### config.mk
export PLATFORM = sky130hd
export DESIGN_NAME = ascon_decrypt_core
export DESIGN_NICKNAME = d
export VERILOG_FILES = /design/src/rtl/ascon_pack.sv /design/src/rtl/ascon_round_comb.sv /design/src/rtl/ascon_decrypt_core.sv
export SDC_FILE = /design/constraint.sdc
export NUM_CORES = 2
export LEC_CHECK = 0
export CAP_MARGIN = 0
export CORE_ASPECT_RATIO = 1.2
export CORE_MARGIN = 8
export CORE_UTILIZATION = 45
export CTS_CLUSTER_DIAMETER = 50
export DETAILED_ROUTE_END_ITERATION = 7
export PLACE_DENSITY = 0.67
export SYNTH_ARGS = -nofsm -noshare
export SYNTH_HDL_FRONTEND = slang
export SYNTH_SLANG_ARGS = --single-unit
export TNS_END_PERCENT = 10
### constraint.sdc
create_clock -name clock_i -period 6.97 [get_ports clock_i]
set_clock_uncertainty 0.05 [all_clocks]
set_input_delay 1.394 -clock clock_i [delete_from_list [all_inputs] [get_ports clock_i]]
set_output_delay 1.394 -clock clock_i [all_outputs]
set_load 0.02 [all_outputs]
### src/rtl/ascon_pack.sv
// Shared Ascon decryption types and constants.
// ASCON_DEC_DOUBLE_ROUND_EN selects two cascaded rounds per clock instead of one.
package ascon_pack;

  typedef struct packed {
    logic [63:0] x0;
    logic [63:0] x1;
    logic [63:0] x2;
    logic [63:0] x3;
    logic [63:0] x4;
  } type_state;

  localparam logic [63:0] ASCON_IV  = 64'h80400C0600000000;
  localparam logic [63:0] ASCON_PAD = 64'h8000000000000000;

`ifdef ASCON_DEC_DOUBLE_ROUND_EN
  localparam logic [3:0] R_STEP = 4'd2;
`else
  localparam logic [3:0] R_STEP = 4'd1;
`endif
  // Counter value of the cycle that executes round 11.
  localparam logic [3:0] R_LAST = 4'd12 - R_STEP;

  typedef enum logic [2:0] {
    IDLE, INIT, WAIT_AD, AD_PERM, WAIT_CT, CT_PERM, FINAL, DONE
  } state_e;

  function automatic logic [63:0] ror64(input logic [63:0] x, input int n);
    return (x >> n) | (x << (64 - n));
  endfunction

endpackage

### src/rtl/ascon_round_comb.sv
// One combinational Ascon round: constant addition, 5-bit S-box layer, linear diffusion.
module ascon_round_comb
  import ascon_pack::*;
(
  input  type_state  state_i,
  input  logic [3:0] round_i,
  output type_state  state_o
);

  logic [7:0]  rc;
  logic [63:0] a0, a1, a2, a3, a4;
  logic [63:0] b0, b1, b2, b3, b4;
  logic [63:0] s0, s1, s2, s3, s4;

  assign rc = {4'hF - round_i, round_i};

  assign a0 = state_i.x0 ^ state_i.x4;
  assign a1 = state_i.x1;
  assign a2 = state_i.x2 ^ {56'h0, rc} ^ state_i.x1;
  assign a3 = state_i.x3;
  assign a4 = state_i.x4 ^ state_i.x3;

  assign b0 = a0 ^ (~a1 & a2);
  assign b1 = a1 ^ (~a2 & a3);
  assign b2 = a2 ^ (~a3 & a4);
  assign b3 = a3 ^ (~a4 & a0);
  assign b4 = a4 ^ (~a0 & a1);

  assign s0 = b0 ^ b4;
  assign s1 = b1 ^ b0;
  assign s2 = ~b2;
  assign s3 = b3 ^ b2;
  assign s4 = b4;

  assign state_o.x0 = s0 ^ ror64(s0, 19) ^ ror64(s0, 28);
  assign state_o.x1 = s1 ^ ror64(s1, 61) ^ ror64(s1, 39);
  assign state_o.x2 = s2 ^ ror64(s2, 1)  ^ ror64(s2, 6);
  assign state_o.x3 = s3 ^ ror64(s3, 10) ^ ror64(s3, 17);
  assign state_o.x4 = s4 ^ ror64(s4, 7)  ^ ror64(s4, 41);

endmodule

### src/rtl/ascon_decrypt_core.sv
// Iterative Ascon-128 decryption: releases plaintext per block, then checks the tag.
// ASCON_DEC_DOUBLE_ROUND_EN cascades two round instances so r advances by 2 per clock.
module ascon_decrypt_core
  import ascon_pack::*;
(
  input  logic         clock_i,
  input  logic         resetb_i,
  input  logic         start_i,
  input  logic         noad_i,
  input  logic [127:0] key_i,
  input  logic [127:0] nonce_i,
  input  logic [127:0] tag_i,
  input  logic [63:0]  ad_i,
  input  logic         ad_valid_i,
  input  logic         ad_last_i,
  output logic         ad_ready_o,
  input  logic [63:0]  ct_i,
  input  logic         ct_valid_i,
  input  logic         ct_last_i,
  output logic         ct_ready_o,
  output logic [63:0]  pt_o,
  output logic         pt_valid_o,
  output logic         busy_o,
  output logic         done_o,
  output logic         tag_ok_o
);

  state_e        state_q, state_d;
  type_state     st_q, st_d, rnd_out;
  logic [3:0]    r_q, r_d;
  logic [127:0]  key_q, key_d, tag_q, tag_d;
  logic          noad_q, noad_d, last_q, last_d;
  logic [63:0]   pt_q, pt_d;
  logic          pt_valid_q, pt_valid_d, tag_ok_q, tag_ok_d;
  logic          round_last, tag_match;

`ifdef ASCON_DEC_DOUBLE_ROUND_EN
  type_state rnd_mid;
  ascon_round_comb u_round0 (.state_i(st_q),    .round_i(r_q),        .state_o(rnd_mid));
  ascon_round_comb u_round1 (.state_i(rnd_mid), .round_i(r_q + 4'd1), .state_o(rnd_out));
`else
  ascon_round_comb u_round0 (.state_i(st_q), .round_i(r_q), .state_o(rnd_out));
`endif

  assign round_last = (r_q == R_LAST);
  assign tag_match  = ({st_q.x3 ^ key_q[127:64], st_q.x4 ^ key_q[63:0]} == tag_q);

  always_ff @(posedge clock_i or negedge resetb_i) begin
    if (!resetb_i) state_q <= IDLE;
    else           state_q <= state_d;
  end

  always_comb begin
    state_d = state_q;
    case (state_q)
      IDLE:    if (start_i)    state_d = INIT;
      INIT:    if (round_last) state_d = noad_q ? WAIT_CT : WAIT_AD;
      WAIT_AD: if (ad_valid_i) state_d = AD_PERM;
      AD_PERM: if (round_last) state_d = last_q ? WAIT_CT : WAIT_AD;
      WAIT_CT: if (ct_valid_i) state_d = CT_PERM;
      CT_PERM: if (round_last) state_d = last_q ? FINAL : WAIT_CT;
      FINAL:   if (round_last) state_d = DONE;
      DONE:                    state_d = IDLE;
      default:                 state_d = IDLE;
    endcase
  end

  // tag_ok_o is valid alongside done_o and then held from the registered copy.
  always_comb begin
    ad_ready_o = (state_q == WAIT_AD);
    ct_ready_o = (state_q == WAIT_CT);
    busy_o     = (state_q != IDLE);
    done_o     = (state_q == DONE);
    tag_ok_o   = (state_q == DONE) ? tag_match : tag_ok_q;
  end

  always_comb begin
    st_d       = st_q;
    r_d        = r_q;
    key_d      = key_q;
    tag_d      = tag_q;
    noad_d     = noad_q;
    last_d     = last_q;
    pt_d       = pt_q;
    pt_valid_d = 1'b0;
    tag_ok_d   = tag_ok_q;
    case (state_q)
      IDLE: if (start_i) begin
        st_d     = '{ASCON_IV, key_i[127:64], key_i[63:0], nonce_i[127:64], nonce_i[63:0]};
        key_d    = key_i;
        tag_d    = tag_i;
        noad_d   = noad_i;
        r_d      = 4'd0;
        tag_ok_d = 1'b0;
      end
      INIT, AD_PERM, CT_PERM, FINAL: begin
        st_d = rnd_out;
        r_d  = r_q + R_STEP;
        if (round_last) begin
          r_d = 4'd0;
          if (state_q == INIT) begin
            st_d.x3 = rnd_out.x3 ^ key_q[127:64];
            st_d.x4 = rnd_out.x4 ^ key_q[63:0] ^ {63'h0, noad_q};
          end else if (state_q == AD_PERM) begin
            st_d.x4 = rnd_out.x4 ^ {63'h0, last_q};
          end else if (state_q == CT_PERM && last_q) begin
            st_d.x0 = rnd_out.x0 ^ ASCON_PAD;
            st_d.x1 = rnd_out.x1 ^ key_q[127:64];
            st_d.x2 = rnd_out.x2 ^ key_q[63:0];
          end
        end
      end
      WAIT_AD: if (ad_valid_i) begin
        st_d.x0 = st_q.x0 ^ ad_i;
        last_d  = ad_last_i;
        r_d     = 4'd6;
      end
      WAIT_CT: if (ct_valid_i) begin
        pt_d       = st_q.x0 ^ ct_i;
        pt_valid_d = 1'b1;
        st_d.x0    = ct_i;
        last_d     = ct_last_i;
        r_d        = 4'd6;
      end
      DONE: tag_ok_d = tag_match;
      default: ;
    endcase
  end

  always_ff @(posedge clock_i or negedge resetb_i) begin
    if (!resetb_i) begin
      st_q       <= '0;
      r_q        <= '0;
      key_q      <= '0;
      tag_q      <= '0;
      noad_q     <= 1'b0;
      last_q     <= 1'b0;
      pt_q       <= '0;
      pt_valid_q <= 1'b0;
      tag_ok_q   <= 1'b0;
    end else begin
      st_q       <= st_d;
      r_q        <= r_d;
      key_q      <= key_d;
      tag_q      <= tag_d;
      noad_q     <= noad_d;
      last_q     <= last_d;
      pt_q       <= pt_d;
      pt_valid_q <= pt_valid_d;
      tag_ok_q   <= tag_ok_d;
    end
  end

  assign pt_o       = pt_q;
  assign pt_valid_o = pt_valid_q;

endmodule

==> impl_metrics.toml <==
[run_status]
status = "finished, final reports clean"

[die]
row_count = 130
dieArea_sq_mm = 0.117
core-area_sq_mm = 0.105
die_w_microns = 313
die_h_microns = 372
io_pins = 590
start_util_pct = 45.4

[timing]
setup_tns_ns = 0
finalSetupViolations = 0
fin_crit_sh_pct = 91.3
max_freq_mhz = 157
tightestPinTransition_ns = 1.47
hold_viol = 0
maxSlewViolCount = 0
slew_headroom_pct = 1.36
rsz0062_at_grt = "no"
fin_crit_ns = 6.37

[placed_design]
io_buffer_count = 589
place_hpwl_microns = 209000
gp_congestion = 1.10

[clocking]
clock_tree.root_cell = "clkbuf_16"
clk_pin_slew_ns = 0.06
postCtsHoldBufs = 0
clock_latency_ns = 0.70
clock_sinks = 651
post_cts_buffers = 0
numCtsBuffers = 101
cts_max_level = 3
cts_resized = 0
clk_path_buf_depth = 3
cts_tree = "built"

[yosys]
synth_edf_count = 0
yosysMostFrequentCell = "nand2_1"
synthTopCellsByArea = "dfrtp_1 34%, xnor2_1 19%, nand2_1 12%, xor2_1 9.8%, ha_1 3.4%"
synth_top_area_share_pct = 34.2
synth_flop_cell = "dfrtp_1"
synth_seq_area_share_pct = 34.2
synth_area_sq_mm = 0.0477
yosys.area.top_type = "dfrtp_1"
synth-seq-cells = 651
syn_nets = 6342
ys_async_sr_fraction_pct = 100
synth.top_cells.by_count = "1463 x nand2_1, 1044 x xnor2_1, 651 x dfrtp_1, 531 x xor2_1, 421 x nor2_1"
syn_inst = 5693
ys_warn_count = 0
synth.distinct_cells = 54
syn_area_per_cell_sq_um = 8.37

[setup_path]
crit_path_max_fanout = 4
critPathArrivalTime_ns = 4.92
worstSetupEndpointType = "primary output"
cp-start-kind = "register"
required_ns = 5.53
critPathKind = "register to primary output"

[global_routing]
overflow = 0
grt_pass1_vias = 43038
track_usage_pct = 43.2
grt_max_degree = 148
grt_antenna_before_repair = 12
grt_pass1_wl_microns = 352000

[drt]
first_pass_iters = 6
ant_nets = 0
drtIter0Drc = 6520
wl_microns = 261000
dr_total_vias = 45365
drc = 0
avgViaCountPerCell = 5.90
wl_per_cell_microns = 34.0

[cells_and_area]
fin_nets = 6858
drive_gt1_share_pct = 5.28
syn2layout_area_growth_pct = 23.7

[flow_run]
maxCapViolCount = 0

[hold_path]
hold_class = "register to register"
worst paths after layout:
kind                           start        end  slack (ns)  depth (start not counted)
setup / recovery            key_q[8]   tag_ok_o        0.60                          9
min in group asynchronous   resetb_i  st_q[194]        0.68                          1
max in group asynchronous   resetb_i  st_q[153]        4.66                          2
hold / removal             tag_q[32]  tag_q[32]        0.45                          2
hold reg to reg            tag_q[32]  tag_q[32]        0.45                          2
setup reg to reg              r_q[1]  st_q[101]        2.86                          9
final cells by class:
type | count | area (sq um)
Fill cell | 9869 | 46000
Clock inverter | 62 | 679
Inverter | 169 | 634
Sequential cell | 651 | 16300
Antenna cell | 6 | 15.0
Tap cell | 1386 | 1730
Multi-Input combinational cell | 4583 | 29900
Timing Repair Buffer | 703 | 6980
Clock buffer | 124 | 2740
per-layer routing:
layer  wire [microns]  GRT usage [%]  vias to the layer above
met1            98900           55.4                    22151
met2           108000           62.3                     3082
li1                 -              -                    19491
met3            32100           12.3                      637
met4            22400           30.7                        4
met5               27              0                        -
cell families after synthesis:
logic type | share of synthesized area (%)
AO/OA/AOI/OAI | 10.5
AND/OR/NAND/NOR | 16.0
flip-flops | 34.2
multiplexers | 0.420
XOR/XNOR | 31.0
adder cells (fa/ha/maj) | 4.08
buffers and inverters | 3.81
cell usage in the layout, fill, tap and decap left out, types with 9 or more instances in the layout:
cell / instances
nor3b_1: 26
xnor2_1: 1027
nor4_1: 9
a22oi_1: 23
xnor3_1: 39
a211o_1: 44
nand2_1: 1462
clkinv_2: 12
inv_1: 167
nand4_1: 17
xnor2_2: 16
mux2i_1: 20
buf_12: 18
a32oi_1: 33
clkbuf_1: 13
o211ai_1: 10
o221ai_1: 28
a221oi_1: 32
xor2_1: 516
nor3_1: 10
clkbuf_16: 103
nor2_1: 421
buf_4: 96
o22ai_1: 32
clkinvlp_4: 12
ha_1: 129
a21oi_1: 192
clkdlybuf4s50_1: 588
dfrtp_1: 651
o21ai_0: 263
xor2_2: 15
inv_6: 15
maj3_1: 33
a31oi_1: 123
flip-flops by register name, indices dropped and copies added (netlist names):
| register | cells |
|---|---|
| st_q | 320 |
| state_q | 3 |
| pt_valid_o | 1 |
| tag_ok_q | 1 |
| noad_q | 1 |
| pt_o | 64 |
| last_q | 1 |
| key_q | 128 |
| r_q | 4 |
| tag_q | 128 |
through the flow:
stage               area [sq um]  instances  worst slack [ns]  hold WS (ns)  util [%]
floorplan                  47700       5693              3.49         0.407         -
global placement           55500       7492              1.49         0.430      52.9
detailed placement         55500       7492              1.56         0.435      52.9
CTS                        58900       7678             0.809         0.449      56.2
global route               58900       7678             0.779         0.462      56.2
finish                     58900       7684             0.603         0.445      56.2
worst max-delay path: stages (launching register included):
cell             delay (ns)
dfrtp_1                0.42
xor2_1                 0.19
xnor2_1                0.88
buf_4                  0.25
nand4_1                0.23
nor4_1                 0.74
and4b_1                0.30
nand4_1                0.12
o21ai_1                0.41
clkdlybuf4s50_1        0.70
Power is not shown: default switching activity piles up to over one toggle a cycle in this logic, so the estimate is an artifact.
